--- config.mk ---
export PLATFORM = sky130hd
export DESIGN_NAME = rca_accum_ctrl
export DESIGN_NICKNAME = d
export VERILOG_FILES = /design/src/rtl/rca_accum_ctrl.sv
export SDC_FILE = /design/constraint.sdc
export NUM_CORES = 1
export LEC_CHECK = 0
export ABC_CLOCK_PERIOD_IN_PS = 4450
export CORE_UTILIZATION = 42
export DETAILED_ROUTE_END_ITERATION = 10
export PLACE_DENSITY = 0.83
export RECOVER_POWER = 50
export REMOVE_ABC_BUFFERS = 1
export SETUP_SLACK_MARGIN = 0.1
export SYNTH_ARGS = -nofsm -noshare
export SYNTH_HDL_FRONTEND = slang
export SYNTH_SLANG_ARGS = --single-unit
--- constraint.sdc ---
create_clock -name clk -period 4.45 [get_ports clk]
set_clock_uncertainty 0.2 [all_clocks]
set_input_delay 0.6675 -clock clk [delete_from_list [all_inputs] [get_ports clk]]
set_output_delay 0.6675 -clock clk [all_outputs]
set_load 0.1 [all_outputs]
--- src/rtl/rca_accum_ctrl.sv ---
`timescale 1ns/1ps
// rca_accum_ctrl
//
// Accumulation controller wrapped around an external combinational 4-bit
// ripple-carry adder. A run of up to seven unsigned 4-bit operands is summed
// into a 7-bit result. The adder produces the low nibble. The upper three bits
// come from counting the adder's carry-outs.
//
// Handshake (both ports): a transfer happens on a rising edge where valid and
// ready are both high. A producer holds valid and its data stable until that
// edge. Here in_ready and out_valid are pure state decodes, so they never
// depend combinationally on the opposite side's valid/ready.
//
// Ports
//   clk        rising-edge clock
//   rst_n      asynchronous active-low reset
//   start      begin a run (sampled only in IDLE)
//   count[2:0] operands in the run, sampled with start (0 gives result 0)
//   abort      synchronous cancel, back to IDLE with no result
//   in_valid / in_data[3:0] / in_ready    operand port
//   add_a[3:0], add_b[3:0], add_cin       drive the external adder
//   add_s[3:0], add_cout                  external adder result
//   out_valid / out_sum[6:0] / out_ready  result port
//   dbg_state[1:0]                        FSM state: 0 IDLE, 1 ACCUM, 2 DONE
module rca_accum_ctrl (
  input  logic       clk,
  input  logic       rst_n,
  input  logic       start,
  input  logic [2:0] count,
  input  logic       abort,
  input  logic       in_valid,
  input  logic [3:0] in_data,
  output logic       in_ready,
  output logic [3:0] add_a,
  output logic [3:0] add_b,
  output logic       add_cin,
  input  logic [3:0] add_s,
  input  logic       add_cout,
  output logic       out_valid,
  output logic [6:0] out_sum,
  input  logic       out_ready,
  output logic [1:0] dbg_state
);

  typedef enum logic [1:0] {
    IDLE  = 2'd0,
    ACCUM = 2'd1,
    DONE  = 2'd2
  } state_t;

  state_t     state;
  logic [3:0] acc_lo;
  logic [2:0] acc_hi;
  logic [2:0] remaining;

  always_ff @(posedge clk or negedge rst_n) begin
    if (!rst_n) begin
      state     <= IDLE;
      acc_lo    <= 4'd0;
      acc_hi    <= 3'd0;
      remaining <= 3'd0;
    end else if (abort) begin
      // Abort wins over start, beat acceptance and the result handshake.
      // The accumulator keeps its value. Only the run bookkeeping is dropped.
      state     <= IDLE;
      remaining <= 3'd0;
    end else begin
      case (state)
        IDLE: begin
          if (start) begin
            acc_lo <= 4'd0;
            acc_hi <= 3'd0;
            if (count != 3'd0) begin
              remaining <= count;
              state     <= ACCUM;
            end else begin
              // An empty run goes straight to DONE with a zero result.
              state <= DONE;
            end
          end
        end
        ACCUM: begin
          // in_ready is high throughout ACCUM, so in_valid alone marks a beat.
          if (in_valid) begin
            acc_lo    <= add_s;
            acc_hi    <= acc_hi + {2'b00, add_cout};
            remaining <= remaining - 3'd1;
            if (remaining == 3'd1) begin
              state <= DONE;
            end
          end
        end
        DONE: begin
          if (out_ready) begin
            state <= IDLE;
          end
        end
        default: begin
          state <= IDLE;
        end
      endcase
    end
  end

  // The adder is fed in every state. Its result is only consumed on a beat.
  assign add_a   = acc_lo;
  assign add_b   = in_data;
  assign add_cin = 1'b0;

  assign in_ready  = (state == ACCUM);
  assign out_valid = (state == DONE);
  assign out_sum   = {acc_hi, acc_lo};
  assign dbg_state = state;

endmodule

==> out/results.txt, run 1 <==
Fin. Hold Viols - 0
setup total negative slack - 0 ns
share of flip-flops with an asynchronous set or reset - 1.00
Worst Path Max Fanout - 11
top cells by area, synth - dfrtp_1 38%, buf_4 8.6%, ha_1 6.4%, nand3b_1 4.8%, o21ai_0 4.5%
post-DR vias/cell - 5.45
Core Box Area - 0.00175 mm²
IO Pins - 38
PnR worst setup slack - 1.25 ns
largest net degree at the start of global routing - 13
slowest stage cell, crit path - clkdlybuf4s50_1
Clk pin slew, worst setup/hold paths - 0.08 ns
cell area after synthesis - 786 µm²
area grow syn2layout - 31.5%
clk sinks - 12
Overflow after GRT - 0
row cnt - 15
cts hold-fix bufs - 0
pre-CTS setup slack - 1.56 ns
I/O Buffers - 28
post_cts resized - 0
P per Cell Area - 363 mW/mm²
gpl congestion - 0.778
die height - 45.3 µm
Max IR drop VDD - 0.207 mV
leakage power - 0.000426 µW
overall power - 375 µW
Setup Crit Path Kind - reg2out
vias - 698
Post-synth EDFFs - 0
# diodes - 0
Largest stage delay, worst path - 1.15 ns
Max-cap violations - 0
Bufs on Longest Clock Path - 2
wire per inst - 14.9 µm
sequential area share after synthesis - 0.382
top-count cell post-synth - dfrtp_1
Fmax - 313 MHz
Post-CTS Setup Inserts - 0
Syn Area/Cell - 9.35 µm²
clk root buf - clkbuf_4
H-tree Lvls - 1
Final #Nets - 127
ys flop type - dfrtp_1
CP required - 3.58 ns
FF+latch count, synth - 12
Cell Chain, Critical Path - nor2b_1 > buf_4 > clkdlybuf4s50_1
Die W - 45.3 µm
iteration count of the initial detailed-routing pass - 4
final setup violation count - 0
initial core utilization - 0.450
Total GRT Usage - 0.210
Mapped Cells - 84
worst path bufs/invs - 2
ratio of final minimum period to clock period - 0.719
DRC viols - 0
fin crit period - 3.20 ns
total CTS buffers - 3
warning count from the yosys run - 0
worst min-delay path class - reg2reg
WP data arrival - 2.33 ns
Distinct cells, synth - 30
HPWL Detailed - 1.43 mm
Startpoint Class - register
RSZ-0062 raised after global routing - no
Synth area leader - dfrtp_1
Synth top cells by count - 12 x dfrtp_1, 9 x buf_4, 8 x nand2_1
WL final - 1.91 mm
first-pass GRT wire length - 3.00 mm
worst hold slack - 0.343 ns
DRT antenna net count - 0
post-synth top area share - 0.382
share of cells above drive strength 1 - 0.0583
max-slew violations - 0
initial drt markers - 25
status - complete, no violations
Clk Latency, worst-skew pair - 0.27 ns
Top delay family on crit path - buffers and inverters
Worst setup EP type - output port
initial antenna violation count - 0
die area - 0.00205 mm²
Slew HR - 0.341
vias in the first global route - 676
Least-Margin Pin Slew - 0.985 ns
CTS tree - built
-- per-stage QoR --
step                      cell area [µm²]  utilization  cells
after global routing                 1030        0.592    128
after global placement               1010        0.579    125
final                                1030        0.592    128
after floorplan                       692            -     71
after detailed placement             1010        0.579    125
after CTS                            1030        0.592    128
-- tightest hold or removal path: stages, from the launching register on --
cell and delay [ns]:
dfrtp_1 0.38, nand2_1 0.06, mux2i_1 0.06
-- layer usage --
| layer | track usage | share of wire | vias to the layer above |
|---|---|---|---|
| li1 | - | - | 324 |
| met1 | 0.251 | 0.42 | 345 |
| met2 | 0.348 | 0.51 | 27 |
| met3 | 0.0600 | 0.057 | 2 |
| met4 | 0.0909 | 0.0084 | 0 |
| met5 | 0 | 0 | - |
-- placed cells by master (no fill, tap or decap), types with 2 or more instances in the layout --
cell / n
clkdlybuf4s50_1: 24
dlygate4sd3_1: 4
nand3b_1: 5
o21ai_0: 7
clkbuf_4: 3
o211ai_1: 2
or2_1: 2
nor2b_1: 2
dfrtp_1: 12
o21ai_1: 6
or3b_1: 2
inv_1: 3
ha_1: 4
mux2i_1: 3
nand2_1: 8
-- cells by family (layout without fill, tap and decap cells) --
| group | after synthesis | after routing | share of synthesized area |
|---|---|---|---|
| compound gates | 23 | 23 | 0.183 |
| xor+xnor | 1 | 1 | 0.0111 |
| fa+ha+maj | 4 | 4 | 0.0637 |
| buf+inv | 16 | 35 | 0.134 |
| flops | 12 | 12 | 0.382 |
| mux | 3 | 3 | 0.0382 |
| other cells | 1 | 1 | 0.00477 |
| simple gates | 24 | 24 | 0.183 |
-- state kept, by name, indices dropped and copies added, names as in the netlist --
signal     count
add_a          4
acc_hi         3
dbg_state      2
remaining      3
-- where the power goes --
group / internal, µW / total (µW) / switching (µW)
combinational: 48.0 / 179 / 131
clock: 31.3 / 67.1 / 35.8
sequential: 119 / 129 / 10.3
-- final cells by class --
type                       instances  area [µm²]
fill                             150         712
multi-input combinational         56         380
sequential                        12         300
timing repair buffer              29         288
tap                               25        31.3
clock buffer                       3        22.5
inverter                           3        11.3
-- final timing paths --
| path | from | endpoint | slack, ns | cells past startpoint |
|---|---|---|---|---|
| min in group asynchronous | rst_n | dbg_state[1] | 0.64 | 1 |
| worst min register to register | remaining[1] | remaining[1] | 0.34 | 2 |
| worst max register to register | dbg_state[0] | acc_hi[2] | 2.59 | 3 |
| worst min-delay path | remaining[1] | remaining[1] | 0.34 | 2 |
| max in group asynchronous | rst_n | add_a[1] | 3.03 | 1 |
| worst max-delay path | dbg_state[0] | in_ready | 1.25 | 3 |
Note: power is estimated with default switching activity, not from simulation.
==> inputs of run 2 (changes only) <==
- ABC_CLOCK_PERIOD_IN_PS: 4450 -> 2600
- CORE_ASPECT_RATIO: not set -> 0.6
- CORE_UTILIZATION: 42 -> 36
- PLACE_DENSITY: 0.83 -> 0.75
- clock period: 4.45 -> 2.6 ns (I/O delays scaled with it)
==> out/results.txt, run 2 (synthesized netlist as in run 1, its figures left out) <==
clk sinks - 12
post_cts resized - 0
Core Box Area - 0.00195 mm²
Total GRT Usage - 0.175
Worst Path Max Fanout - 11
I/O Buffers - 28
Max-cap violations - 0
IO Pins - 38
worst path bufs/invs - 1
Slew HR - 0.227
P per Cell Area - 628 mW/mm²
largest net degree at the start of global routing - 13
Top delay family on crit path - simple AND/OR/NAND/NOR gates
Setup Crit Path Kind - reg2out
clk root buf - clkbuf_4
gpl congestion - 0.886
design area - 0.00100 mm²
worst min-delay path class - in2async
Fmax - 425 MHz
Final #Nets - 128
leakage power - 0.000441 µW
# diodes - 0
cts hold-fix bufs - 0
most frequent cells in the layout - 12 x dfrtp_1, 12 x clkdlybuf4s50_1, 11 x buf_4
WP data arrival - 1.76 ns
first-pass GRT wire length - 3.05 mm
WL final - 1.83 mm
vias - 688
slowest stage cell, crit path - nor2b_1
max reg flops - 4
vias in the first global route - 634
Max IR drop VDD - 0.208 mV
post-DR vias/cell - 5.21
Worst setup EP type - output port
die area - 0.00238 mm²
Largest stage delay, worst path - 0.64 ns
DRT antenna net count - 0
Post-Layout Cell Count - 132
Post-CTS Setup Inserts - 0
CTS tree - built
wire per inst - 13.9 µm
ratio of final minimum period to clock period - 0.904
HPWL Detailed - 1.46 mm
Startpoint Class - register
row cnt - 12
Placed Cells incl. Taps - 129
iteration count of the initial detailed-routing pass - 4
DRC viols - 0
initial antenna violation count - 0
Cell Chain, Critical Path - nor2b_1 > buf_12
CP required - 2.01 ns
Fin. Hold Viols - 0
share of cells above drive strength 1 - 0.163
initial drt markers - 7
final core utilization - 0.513
status - complete, no violations
Bufs on Longest Clock Path - 2
Clk pin slew, worst setup/hold paths - 0.07 ns
area grow syn2layout - 27.4%
die height - 38.2 µm
Overflow after GRT - 0
H-tree Lvls - 1
overall power - 629 µW
Clk Latency, worst-skew pair - 0.27 ns
Least-Margin Pin Slew - 1.16 ns
max-slew violations - 0
Die W - 62.3 µm
RSZ-0062 raised after global routing - no
total CTS buffers - 3
DP Area - 997 µm²
final setup violation count - 0
initial core utilization - 0.403
setup slack, reg-to-reg - 0.59 ns
fin crit period - 2.35 ns
==> run 2: cell count changes in the layout (fill, tap and decap cells not counted), sizes merged <==
| cell | previous run | this run |
|---|---|---|
| clkdlybuf4s50 | 24 | 12 |
| buf | 1 | 12 |
| clkbuf | 3 | 8 |
| dlygate4sd3 | 4 | 1 |
==> run 2: metrics by stage <==
stage                     hold slack [ns]  TNS, ns  setup slack (ns)
after floorplan                    -0.106    -8.94            -0.945
after global placement              0.327        0             0.564
after detailed placement            0.348        0             0.554
after CTS                           0.289        0             0.249
after global routing                0.378        0             0.138
final                               0.344        0             0.249
==> run 2: where the power goes <==
group / total [µW] / switching (µW) / internal [µW]
combinational: 296 / 224 / 71.9
clock: 111 / 57.1 / 53.6
sequential: 222 / 18.0 / 204
total: 629 / 299 / 329
==> run 2: area by class of cell <==
| cell class | instances | area (µm²) |
|---|---|---|
| clock buffer | 3 | 22.5 |
| fill | 207 | 951 |
| inverter | 3 | 11.3 |
| multi-input combinational | 56 | 380 |
| sequential | 12 | 300 |
| tap | 28 | 35.0 |
| timing repair buffer | 30 | 251 |
==> run 2: worst reg2reg max path, delay by kind of cell (launching register included) <==
family | cells | cell delay (ns)
compound gates | 1 | 0.09
buf+inv | 1 | 0.26
flops | 1 | 0.59
mux | 1 | 0.15
simple gates | 1 | 0.64
==> run 2: final timing paths <==
path / startpoint / end / depth (start not counted)
setup / recovery: dbg_state[0] / in_ready / 2
hold / removal: rst_n / dbg_state[1] / 1
setup reg to reg: dbg_state[0] / remaining[1] / 4
hold reg to reg: remaining[1] / remaining[1] / 2
max in group asynchronous: rst_n / remaining[2] / 1
min in group clk: remaining[1] / remaining[1] / 2
==> run 2: metal layers <==
metal | part of all wire | track usage
met5 | 0 | 0
met4 | 0.010 | 0.0581
met3 | 0.073 | 0.0655
met2 | 0.42 | 0.264
met1 | 0.49 | 0.233
==> inputs of run 3 (changes only) <==
- GPL_TIMING_DRIVEN: not set -> 0
==> out/results.txt, run 3 (synthesized netlist as in run 1, its figures left out) <==
total CTS buffers - 3
IO Pins - 38
wire per inst - 13.5 µm
Least-Margin Pin Slew - 0.976 ns
Gate power share - 0.445
Post-CTS Setup Inserts - 0
Max IR drop VDD - 0.278 mV
leakage power - 0.000438 µW
die height - 38.2 µm
Internal - 366 µW
DRC viols - 0
max reg flops - 4
clk root buf - clkbuf_4
Largest stage delay, worst path - 1.14 ns
WP data arrival - 1.82 ns
post-DR vias/cell - 5.20
row cnt - 12
Die W - 62.3 µm
Overflow after GRT - 0
initial drt markers - 22
# diodes - 0
commonest non-fill, non-tap cell in the layout - clkdlybuf4s50_1
Final #Nets - 126
share of cells above drive strength 1 - 0.0874
max-slew violations - 0
Worst Path Max Fanout - 4
gpl congestion - 0.866
Clk Latency, worst-skew pair - 0.28 ns
CTS tree - built
final setup violation count - 0
vias - 681
worst min-delay path class - in2async
status - complete, no violations
Bufs on Longest Clock Path - 2
WL final - 1.77 mm
area grow syn2layout - 31.8%
clock network power share - 0.223
NetSw - 303 µW
Flop pwr share - 0.332
HPWL Detailed - 1.38 mm
worst path bufs/invs - 1
RSZ-0062 raised after global routing - yes
H-tree Lvls - 1
post_cts resized - 7
slowest stage cell, crit path - clkdlybuf4s50_1
Startpoint Class - register
Fin. Hold Viols - 0
DRT antenna net count - 0
CP required - 2.01 ns
fin crit period - 2.41 ns
vias in the first global route - 615
initial core utilization - 0.403
P per Cell Area - 646 mW/mm²
largest net degree at the start of global routing - 13
Setup Crit Path Kind - reg2out
overall power - 670 µW
Fmax - 416 MHz
initial antenna violation count - 0
Total GRT Usage - 0.165
Worst setup EP type - output port
clk sinks - 12
PnR worst setup slack - 0.194 ns
Sw Share - 0.453
ratio of final minimum period to clock period - 0.925
Core Box Area - 0.00195 mm²
Max-cap violations - 0
most frequent cells in the layout - 22 x clkdlybuf4s50_1, 12 x dfrtp_1, 8 x nand2_1
setup total negative slack - 0 ns
Cell Chain, Critical Path - clkdlybuf4s50_1
Clk pin slew, worst setup/hold paths - 0.08 ns
Slew HR - 0.347
I/O Buffers - 28
cts hold-fix bufs - 0
Top delay family on crit path - buffers and inverters
die area - 0.00238 mm²
pre-CTS setup slack - -0.473 ns
first-pass GRT wire length - 2.84 mm
iteration count of the initial detailed-routing pass - 4
[run 3: changes by cell type in the layout (fill, tap and decap cells not counted), sizes merged]
cell           delta
clkdlybuf4s50    +10
dlygate4sd2       +2
dlygate4sd3       +1
buf              -12
clkbuf            -2
[run 3: power groups by stage]
stage | combinational (µW) | sequential, µW | clock, µW
2_1_floorplan | 78.7 | 362 | 0
3_3_place_gp | 300 | 225 | 0
3_5_place_dp | 301 | 226 | 0
4_1_cts | 300 | 222 | 154
5_1_grt | 310 | 225 | 167
6_report | 298 | 223 | 149
[run 3: area by class of cell]
| cell class | instances | area (µm²) |
|---|---|---|
| Tap cell | 28 | 35.0 |
| Inverter | 3 | 11.3 |
| Clock buffer | 4 | 36.3 |
| Sequential cell | 12 | 300 |
| Multi-Input combinational cell | 56 | 383 |
| Timing Repair Buffer | 28 | 270 |
| Fill cell | 188 | 916 |
[run 3: metal layers]
metal	up-vias	wire length [µm]	track usage
li1	322	-	-
met2	27	792	0.272
met4	0	16	0.0698
met1	330	867	0.206
met3	2	90	0.0506
met5	-	0	0
[run 3: worst paths after layout]
kind	start	endpoint	slack [ns]	depth (start not counted)
worst max-delay path	acc_hi[2]	out_sum[6]	0.19	1
worst min register to register	remaining[1]	remaining[1]	0.35	2
min in group clk	remaining[1]	remaining[1]	0.35	2
worst max register to register	dbg_state[0]	add_a[2]	0.70	3
max in group asynchronous	rst_n	add_a[0]	1.51	1
worst min-delay path	rst_n	dbg_state[0]	0.33	1
[run 3: stage by stage]
stage                      util  instances  area (µm²)  hold slack [ns]
final                     0.531        131        1040            0.326
after global routing      0.531        131        1040            0.364
after CTS                 0.535        131        1040            0.276
after detailed placement  0.516        127        1010            0.342
after global placement    0.516        127        1010            0.329
after floorplan               -         71         692           -0.106
